--- config.mk ---
export PLATFORM = sky130hd
export DESIGN_NAME = fan_duty_scheduler_flat
export DESIGN_NICKNAME = d
export VERILOG_FILES = /design/src/rtl/fan_duty_if.sv /design/src/rtl/fan_duty_scheduler.sv /design/src/flat_wrapper.sv
export SDC_FILE = /design/constraint.sdc
export NUM_CORES = 2
export LEC_CHECK = 0
export BUFFER_PORTS_ARGS = -buffer_cell sky130_fd_sc_hd__buf_2
export CAP_MARGIN = 5
export CORE_ASPECT_RATIO = 1.5
export CORE_MARGIN = 2
export CORE_UTILIZATION = 54
export DETAILED_ROUTE_END_ITERATION = 16
export PLACE_DENSITY = 0.81
export SLEW_MARGIN = 25
export SYNTH_ARGS = -nofsm -noshare
export SYNTH_HDL_FRONTEND = slang
export SYNTH_SLANG_ARGS = --single-unit
--- constraint.sdc ---
create_clock -name clk -period 46.9 [get_ports clk]
set_clock_uncertainty 0.15 [all_clocks]
set_input_delay 2.345 -clock clk [delete_from_list [all_inputs] [get_ports clk]]
set_output_delay 2.345 -clock clk [all_outputs]
set_load 0.005 [all_outputs]
--- src/rtl/fan_duty_if.sv ---
// Avalon-MM register bus plus the period/duty handoff to the PWM output stage.
interface fan_duty_if;
    logic [2:0]  address;
    logic        write;
    logic [31:0] writedata;
    logic        read;
    logic [31:0] readdata;
    logic        waitrequest;
    logic        cfg_valid;
    logic        cfg_ack;
    logic [31:0] period_ticks;
    logic [31:0] duty_ticks;
    logic [9:0]  duty_permille;

    modport master (output address, write, writedata, read, cfg_ack,
                    input  readdata, waitrequest, cfg_valid, period_ticks, duty_ticks, duty_permille);
    modport slave  (input  address, write, writedata, read, cfg_ack,
                    output readdata, waitrequest, cfg_valid, period_ticks, duty_ticks, duty_permille);
endinterface

--- src/rtl/fan_duty_scheduler.sv ---
// Fixed-rate fan duty control loop: target curve, ramp limit, tick conversion, PWM handoff.
// Define FAN_STALL_DETECT_EN to add tach-based stall detection (tach input, fan_fault output).
module fan_duty_scheduler #(
    parameter int CLOCK_SPEED_HZ = 50_000_000,
    parameter int UPDATE_HZ      = 100
`ifdef FAN_STALL_DETECT_EN
    , parameter int STALL_WINDOWS = 4
`endif
) (
    input  logic               clk,
    input  logic               reset,
    fan_duty_if.slave          bus,
    input  logic signed [31:0] current_average
`ifdef FAN_STALL_DETECT_EN
    , input  logic             tach
    , output logic             fan_fault
`endif
);
    localparam int          TICK_DIV   = CLOCK_SPEED_HZ / UPDATE_HZ;
    localparam logic [31:0] CLK_HZ     = 32'(CLOCK_SPEED_HZ);
    localparam logic [31:0] PERIOD_RST = 32'(CLOCK_SPEED_HZ / 1000);

    typedef enum logic [2:0] {
        IDLE = 3'd0, CALC_PERIOD = 3'd1, INTERP = 3'd2, RAMP = 3'd3, CALC_TICKS = 3'd4, HANDOFF = 3'd5
    } state_t;
    state_t state, state_nx;

    logic               mode_r, s_mode;
    logic [9:0]         manual_r, min_r, ramp_r, s_manual, s_min, s_ramp;
    logic signed [31:0] low_r, high_r, s_low, s_high, s_avg;
    logic [31:0]        freq_r, s_freq, tick_cnt, period_calc, reg_rd;
    logic [9:0]         target, target_nx, cur, cur_nx;
    logic               tick, rd_pend, stall_bit;
    logic [31:0]        readdata_q, period_q, duty_q;
    logic [9:0]         duty_pm_q;
    logic               cfg_valid_q;

    // divider: cycle 0 loads operands, cycles 1..32 shift/subtract
    logic [5:0]  div_cnt;
    logic [31:0] div_rem, div_quo, div_dvs, rem_nx, quo_nx, divisor, diff_u, span_u;
    logic [63:0] dividend;
    logic [32:0] div_shift;
    logic        div_active, div_done;

    function automatic logic [9:0] clamp_pm(input logic [31:0] d);
        if ($signed(d) < 0)    return 10'd0;
        if ($signed(d) > 1000) return 10'd1000;
        return d[9:0];
    endfunction

    assign tick       = (tick_cnt == 32'(TICK_DIV - 1));
    assign div_active = (state == CALC_PERIOD) || (state == CALC_TICKS) || (state == INTERP && s_mode);
    assign div_done   = div_active && (div_cnt == 6'd32);
    assign diff_u     = s_avg - s_low;
    assign span_u     = s_high - s_low;

    always_comb begin
        dividend = {32'd0, CLK_HZ};
        divisor  = s_freq;
        if (state == INTERP) begin
            dividend = 64'(diff_u) * 64'(10'd1000 - s_min);
            divisor  = span_u;
        end else if (state == CALC_TICKS) begin
            dividend = 64'(cur) * 64'(period_calc);
            divisor  = 32'd1000;
        end
        div_shift = {div_rem, div_quo[31]};
        if (div_shift >= {1'b0, div_dvs}) begin
            rem_nx = 32'(div_shift - {1'b0, div_dvs});
            quo_nx = {div_quo[30:0], 1'b1};
        end else begin
            rem_nx = div_shift[31:0];
            quo_nx = {div_quo[30:0], 1'b0};
        end
    end

    // an inverted or empty threshold window degenerates to a step at thr_high
    always_comb begin
        target_nx = s_min;
        if (!s_mode)                target_nx = s_manual;
        else if (s_high <= s_low)   target_nx = (s_avg >= s_high) ? 10'd1000 : s_min;
        else if (s_avg <= s_low)    target_nx = s_min;
        else if (s_avg >= s_high)   target_nx = 10'd1000;
        else                        target_nx = s_min + quo_nx[9:0];
        cur_nx = target;
        if (s_ramp != 10'd0) begin
            if (target > cur && (target - cur) > s_ramp)      cur_nx = cur + s_ramp;
            else if (cur > target && (cur - target) > s_ramp) cur_nx = cur - s_ramp;
        end
    end

    always_comb begin
        state_nx = state;
        case (state)
            IDLE:        if (tick) state_nx = CALC_PERIOD;
            CALC_PERIOD: if (div_done) state_nx = INTERP;
            INTERP:      if (!s_mode || div_done) state_nx = RAMP;
            RAMP:        state_nx = CALC_TICKS;
            CALC_TICKS:  if (div_done) state_nx = HANDOFF;
            HANDOFF:     if (bus.cfg_ack) state_nx = IDLE;
            default:     state_nx = IDLE;
        endcase
    end

    always_ff @(posedge clk or posedge reset) begin
        if (reset) state <= IDLE;
        else       state <= state_nx;
    end

    always_ff @(posedge clk or posedge reset) begin
        if (reset) begin
            div_cnt <= '0; div_rem <= '0; div_quo <= '0; div_dvs <= '0;
        end else if (div_active) begin
            if (div_cnt == 6'd0) begin
                div_rem <= dividend[63:32];
                div_quo <= dividend[31:0];
                div_dvs <= divisor;
            end else begin
                div_rem <= rem_nx;
                div_quo <= quo_nx;
            end
            div_cnt <= (div_cnt == 6'd32) ? 6'd0 : div_cnt + 6'd1;
        end else begin
            div_cnt <= '0;
        end
    end

    always_ff @(posedge clk or posedge reset) begin
        if (reset) begin
            tick_cnt <= '0;
            s_mode <= 1'b0; s_manual <= '0; s_min <= '0; s_ramp <= '0;
            s_low <= '0; s_high <= 32'sd1000; s_avg <= '0; s_freq <= 32'd1000;
            period_calc <= PERIOD_RST; target <= '0; cur <= '0;
            period_q <= PERIOD_RST; duty_q <= '0; duty_pm_q <= '0; cfg_valid_q <= 1'b0;
        end else begin
            tick_cnt <= tick ? 32'd0 : tick_cnt + 32'd1;
            if (state == IDLE && tick) begin
                s_mode <= mode_r; s_manual <= manual_r; s_min <= min_r; s_ramp <= ramp_r;
                s_low <= low_r; s_high <= high_r; s_avg <= current_average; s_freq <= freq_r;
            end
            if (state == CALC_PERIOD && div_done) period_calc <= quo_nx;
            if (state == INTERP && state_nx == RAMP) target <= target_nx;
            if (state == RAMP) cur <= cur_nx;
            if (state == CALC_TICKS && div_done) begin
                period_q    <= period_calc;
                duty_q      <= quo_nx;
                cfg_valid_q <= 1'b1;
            end
            if (state == HANDOFF && bus.cfg_ack) begin
                cfg_valid_q <= 1'b0;
                duty_pm_q   <= cur;
            end
        end
    end

    always_comb begin
        reg_rd = {7'd0, stall_bit, 6'd0, duty_pm_q, 5'd0, state};
        case (bus.address)
            3'd0:    reg_rd = {31'd0, mode_r};
            3'd1:    reg_rd = {22'd0, manual_r};
            3'd2:    reg_rd = low_r;
            3'd3:    reg_rd = high_r;
            3'd4:    reg_rd = {22'd0, min_r};
            3'd5:    reg_rd = {22'd0, ramp_r};
            3'd6:    reg_rd = freq_r;
            default: ;
        endcase
    end

    // reads stall exactly one cycle so readdata comes from a register
    always_ff @(posedge clk or posedge reset) begin
        if (reset) begin
            mode_r <= 1'b0; manual_r <= '0; low_r <= '0; high_r <= 32'sd1000;
            min_r <= '0; ramp_r <= '0; freq_r <= 32'd1000;
            rd_pend <= 1'b0; readdata_q <= '0;
        end else begin
            if (bus.write) begin
                case (bus.address)
                    3'd0: mode_r   <= bus.writedata[0];
                    3'd1: manual_r <= clamp_pm(bus.writedata);
                    3'd2: low_r    <= bus.writedata;
                    3'd3: high_r   <= bus.writedata;
                    3'd4: min_r    <= clamp_pm(bus.writedata);
                    3'd5: ramp_r   <= clamp_pm(bus.writedata);
                    3'd6: freq_r   <= (bus.writedata == 32'd0) ? 32'd1 : bus.writedata;
                    default: ;
                endcase
            end
            if (rd_pend) rd_pend <= 1'b0;
            else if (bus.read) begin
                rd_pend    <= 1'b1;
                readdata_q <= reg_rd;
            end
        end
    end

`ifdef FAN_STALL_DETECT_EN
    logic [2:0] tach_sync;
    logic       tach_rise, tach_seen, stall_r;
    logic [7:0] zero_cnt;
    logic [9:0] stall_thr;

    assign tach_rise = tach_sync[1] & ~tach_sync[2];
    assign stall_thr = (min_r == 10'd0) ? 10'd1 : min_r;

    always_ff @(posedge clk or posedge reset) begin
        if (reset) begin
            tach_sync <= '0; tach_seen <= 1'b0; zero_cnt <= '0; stall_r <= 1'b0;
        end else begin
            tach_sync <= {tach_sync[1:0], tach};
            if (tick) begin
                tach_seen <= 1'b0;
                if (tach_seen || tach_rise) begin
                    zero_cnt <= '0;
                    stall_r  <= 1'b0;
                end else if (duty_pm_q >= stall_thr) begin
                    if (zero_cnt >= 8'(STALL_WINDOWS - 1)) stall_r <= 1'b1;
                    else zero_cnt <= zero_cnt + 8'd1;
                end else begin
                    zero_cnt <= '0;
                end
            end else if (tach_rise) begin
                tach_seen <= 1'b1;
            end
            if (bus.write && bus.address == 3'd7 && bus.writedata[24]) stall_r <= 1'b0;
        end
    end

    assign stall_bit = stall_r;
    assign fan_fault = stall_r;
`else
    assign stall_bit = 1'b0;
`endif

    assign bus.readdata      = readdata_q;
    assign bus.waitrequest   = bus.read & ~rd_pend;
    assign bus.cfg_valid     = cfg_valid_q;
    assign bus.period_ticks  = period_q;
    assign bus.duty_ticks    = duty_q;
    assign bus.duty_permille = duty_pm_q;
endmodule
--- src/flat_wrapper.sv ---
// flat-port wrapper written by rule: the top's interface ports become plain ports
module fan_duty_scheduler_flat 
#(
    parameter int CLOCK_SPEED_HZ = 50_000_000,
    parameter int UPDATE_HZ      = 100

)
  (clk, reset, current_average, bus_address, bus_write, bus_writedata, bus_read, bus_cfg_ack, bus_readdata, bus_waitrequest, bus_cfg_valid, bus_period_ticks, bus_duty_ticks, bus_duty_permille);
  fan_duty_if bus_i ();
  input  logic clk;
  input  logic reset;
  input  logic signed [31:0] current_average;
  input wire logic [$bits(bus_i.address)-1:0] bus_address;
  input wire logic [$bits(bus_i.write)-1:0] bus_write;
  input wire logic [$bits(bus_i.writedata)-1:0] bus_writedata;
  input wire logic [$bits(bus_i.read)-1:0] bus_read;
  input wire logic [$bits(bus_i.cfg_ack)-1:0] bus_cfg_ack;
  output wire logic [$bits(bus_i.readdata)-1:0] bus_readdata;
  output wire logic [$bits(bus_i.waitrequest)-1:0] bus_waitrequest;
  output wire logic [$bits(bus_i.cfg_valid)-1:0] bus_cfg_valid;
  output wire logic [$bits(bus_i.period_ticks)-1:0] bus_period_ticks;
  output wire logic [$bits(bus_i.duty_ticks)-1:0] bus_duty_ticks;
  output wire logic [$bits(bus_i.duty_permille)-1:0] bus_duty_permille;
  assign bus_i.address = bus_address;
  assign bus_i.write = bus_write;
  assign bus_i.writedata = bus_writedata;
  assign bus_i.read = bus_read;
  assign bus_i.cfg_ack = bus_cfg_ack;
  assign bus_readdata = bus_i.readdata;
  assign bus_waitrequest = bus_i.waitrequest;
  assign bus_cfg_valid = bus_i.cfg_valid;
  assign bus_period_ticks = bus_i.period_ticks;
  assign bus_duty_ticks = bus_i.duty_ticks;
  assign bus_duty_permille = bus_i.duty_permille;
  fan_duty_scheduler #(.CLOCK_SPEED_HZ(CLOCK_SPEED_HZ), .UPDATE_HZ(UPDATE_HZ)) u_core (.clk(clk), .reset(reset), .bus(bus_i), .current_average(current_average));
endmodule
==> reports/results.ini <==
[run_status]
status=finished clean

[cts]
clkLatencyLatePin_ns=0.69
clock_sinks=583
cts_tree=done
cts_buffer_depth=3
ctsResizeCount=0
postCtsSetupRepairBufs=0
htreeDepth=2
cts_made_buffers=59
clockRootBuffer=clkbuf_16
hold_buffers=0
clk_pin_slew_ns=0.06

[critical_path]
cp_max_fo=15
timing.critical_path.mode_cell=fa_1
reg2reg_from=u_core.s_low[1]$_DFFE_PP0P_
critPathCaptureType=flop
startpoint=u_core.s_low[1]$_DFFE_PP0P_
critPathKind=flop to flop
arrival_ns=11.91
worstPathRequired_ns=47.37
crit_slowest_cell=fa_1
cp_slowest_stage_delay_ns=1.12
worstSetupStartpointType=flop

[global_route]
grt_first_pass_wirelength_um=291000
antenna_found_initial=5
grt_usage_pct=33.1
grt_overflow=0
grt_pass1_vias=50933
grt_max_degree=182

[placed_design]
gp_congestion=1.00
numPortBuffers=179
post-dp-hpwl_um=148000

[timing]
fin_crit_ns=11.44
hold-worst-slack_ns=0.305
timing.final.crit_share_pct=24.4
tightest_slew_ns=1.06
slew_violations=0
rsz0062_at_grt=false
hold_viol=0
setup-tns-final_ns=0
slew_headroom_pct=29.1
fmax_mhz=87.4
setup_violations=0

[detailed_routing]
drc=0
wl_met1_um=67000
top_layer_used=met5
wl_per_cell_um=23.2
drtIter0Drc=3999
wl_met2_um=89700
vias_per_cell=6.06
wl_um=187000
num_vias=48822
detail-route-antenna-nets=0
wl_met3_um=12200
first_pass_iters=5

[finish]
area_delta_synth_final_pct=7.22
utilization_pct=58.5
final_nets=7793
drive_above_1_share_pct=9.03

[floorplanning]
ioPinCount=180
fp.coreArea_um2=110000
dieHeight_um=412
initial_core_util_pct=54.5
row_count=149
die-area_um2=114000
die_w_um=276

[synthesis]
synth_edf_count=0
synth.avg_cell_area_um2=9.11
async_flop_share_pct=100
synth-seq-cells=583
ys_seq_area_share_pct=24.4
syn-cell-area_um2=60100
synth_cell_types=88
synthCells=6592
synth_warnings=0
synth_nets=7809
ys.flop_type=dfrtp_1

[job]
drv_cap=0

[pwr]
leakagePower_nw=32.0
p_int_mw=1.03
clock_power_share_pct=33.0
p_sw_share_pct=33.8
p_comb_share_pct=26.2
p_sw_mw=0.527
peakVddDrop_mv=0.0329
seqPwrFrac_pct=40.8
p_per_area_nw_per_um2=24.2

[min_path]
min-delay-start=u_core.bus.period_ticks[8]$_DFFE_PP1P_
hold_path.class=flop to flop

-- final cells by class --
cell class	count	area [um^2]
fillers	9328	45800
multi-input cells	4864	41300
flip-flops and latches	583	14600
inverters	813	3060
well taps	1434	1790
clock buffers	87	1680
repair buffers	255	1510
clock inverters	21	418
diodes	4	10.0
-- critical path, delay by kind of cell, from the launching register on --
family	cells	cell delay, ns
flip-flops	1	0.40
buffers and inverters	6	0.74
AO/OA/AOI/OAI	15	3.64
AND/OR/NAND/NOR	4	1.22
adder cells (fa/ha/maj)	10	5.21
-- routing by layer --
layer,global-route usage [%],vias up
met1,37.7,24258
met3,4.61,729
met4,26.8,6
met5,0,-
li1,-,21577
met2,56.0,2252
-- flip-flops by register name, indices dropped and copies added, names as in the netlist, 32 cells and up --
name and flops:
u_core.s_low 32, u_core.bus.readdata 32, u_core.period_calc 32, u_core.s_avg 32, u_core.tick_cnt 32, u_core.div_rem 32
u_core.high_r 32, u_core.s_freq 32, u_core.freq_r 32, u_core.bus.duty_ticks 32, u_core.bus.period_ticks 32, u_core.low_r 32
u_core.s_high 32, u_core.div_quo 32, u_core.div_dvs 32
-- power by group through the flow --
stage               Sequential [mW]  Combinational [mW]  Clock, mW
finish                        0.637               0.409      0.514
global route                  0.639               0.451      0.540
CTS                           0.633               0.402      0.519
detailed placement            0.641               0.399          0
global placement              0.639               0.392          0
floorplan                     0.603               0.308          0
-- cells by family after synthesis --
| group | after synthesis | share of synthesized area, % |
|---|---|---|
| adders and majority gates | 1145 | 32.9 |
| DFF | 583 | 24.4 |
| buffers and inverters | 1145 | 7.20 |
| xor gates and xnor gates | 229 | 3.34 |
| muxes | 198 | 3.71 |
| and+or+nand+nor | 2106 | 15.7 |
| AOI/OAI and AO/OA | 1186 | 12.8 |
-- cells in the mapped netlist, types with 10 or more instances --
| cell type | number | area (um^2) |
|---|---|---|
| nand2_1 | 1129 | 4240 |
| inv_1 | 811 | 3040 |
| fa_1 | 727 | 14600 |
| dfrtp_1 | 547 | 13700 |
| ha_1 | 418 | 5230 |
| nor2_1 | 329 | 1230 |
| o21ai_0 | 324 | 1620 |
| clkbuf_1 | 299 | 1120 |
| a21oi_1 | 286 | 1430 |
| and2_1 | 198 | 1240 |
| mux2_2 | 145 | 1630 |
| a21o_1 | 137 | 1030 |
| xnor2_1 | 136 | 1190 |
| xor2_1 | 93 | 815 |
| nand3_1 | 85 | 425 |
| nor3_1 | 68 | 340 |
| nand4_1 | 60 | 375 |
| mux2i_1 | 48 | 480 |
| a211oi_1 | 47 | 353 |
| nand2b_1 | 47 | 294 |
| a221oi_1 | 46 | 403 |
| nor2b_1 | 44 | 275 |
| and3_1 | 40 | 250 |
| dfstp_2 | 36 | 946 |
| o31ai_1 | 34 | 255 |
| a31oi_1 | 31 | 194 |
| o21a_1 | 31 | 233 |
| o21bai_1 | 31 | 233 |
| buf_1 | 24 | 90.1 |
| nor4_1 | 24 | 150 |
| o211ai_1 | 24 | 180 |
| or2_2 | 23 | 144 |
| o22ai_1 | 20 | 125 |
| a221o_1 | 18 | 180 |
| a22o_1 | 16 | 140 |
| nand3b_1 | 16 | 120 |
| o221ai_1 | 16 | 140 |
| o311ai_0 | 13 | 114 |
| a21boi_0 | 11 | 82.6 |
| or3_1 | 10 | 62.6 |
-- path summary, 6_finish.rpt --
path / endpoint / slack, ns / cells past startpoint
min in group asynchronous: u_core.s_low[4]$_DFFE_PP0P_ / 1.68 / 2
max in group asynchronous: u_core.bus.period_ticks[0]$_DFFE_PP0P_ / 42.88 / 4
max reg2reg: u_core.div_rem[31]$_DFFE_PP0P_ / 35.46 / 35
min reg2reg: u_core.bus.period_ticks[8]$_DFFE_PP1P_ / 0.31 / 2
min: u_core.bus.period_ticks[8]$_DFFE_PP1P_ / 0.31 / 2
max: u_core.div_rem[31]$_DFFE_PP0P_ / 35.46 / 35
-- cell usage in the layout (no fill, tap or decap), drive strengths merged, types with 11 or more instances in the layout --
cell	instances
xnor2	136
fa	727
o211ai	24
inv	811
o31ai	34
nand4	60
nor3	68
nor2	329
nand2	1129
o311ai	13
a21oi	288
or2	23
xor2	93
mux2	145
and3	40
nand3	85
a21boi	11
a211oi	47
o22ai	20
nand3b	16
a31oi	31
nor2b	44
o221ai	18
clkinv	12
clkbuf	87
a22o	16
and2	198
o21bai	31
a221oi	48
dfrtp	547
a21o	137
ha	418
dfstp	36
nand2b	47
nor4	24
o21ai	326
buf	255
a221o	18
o21a	31
mux2i	49
-- per-stage QoR --
step / worst slack [ns] / power [mW] / instances / instance area (um^2)
after floorplan: 28.15 / 0.911 / 6592 / 60100
after global placement: 35.78 / 1.03 / 7948 / 62200
after detailed placement: 35.59 / 1.04 / 7948 / 62200
after CTS: 35.55 / 1.55 / 8056 / 64300
after global routing: 34.87 / 1.63 / 8058 / 64400
final: 35.46 / 1.56 / 8061 / 64400
(Power assumes the default switching activity.)
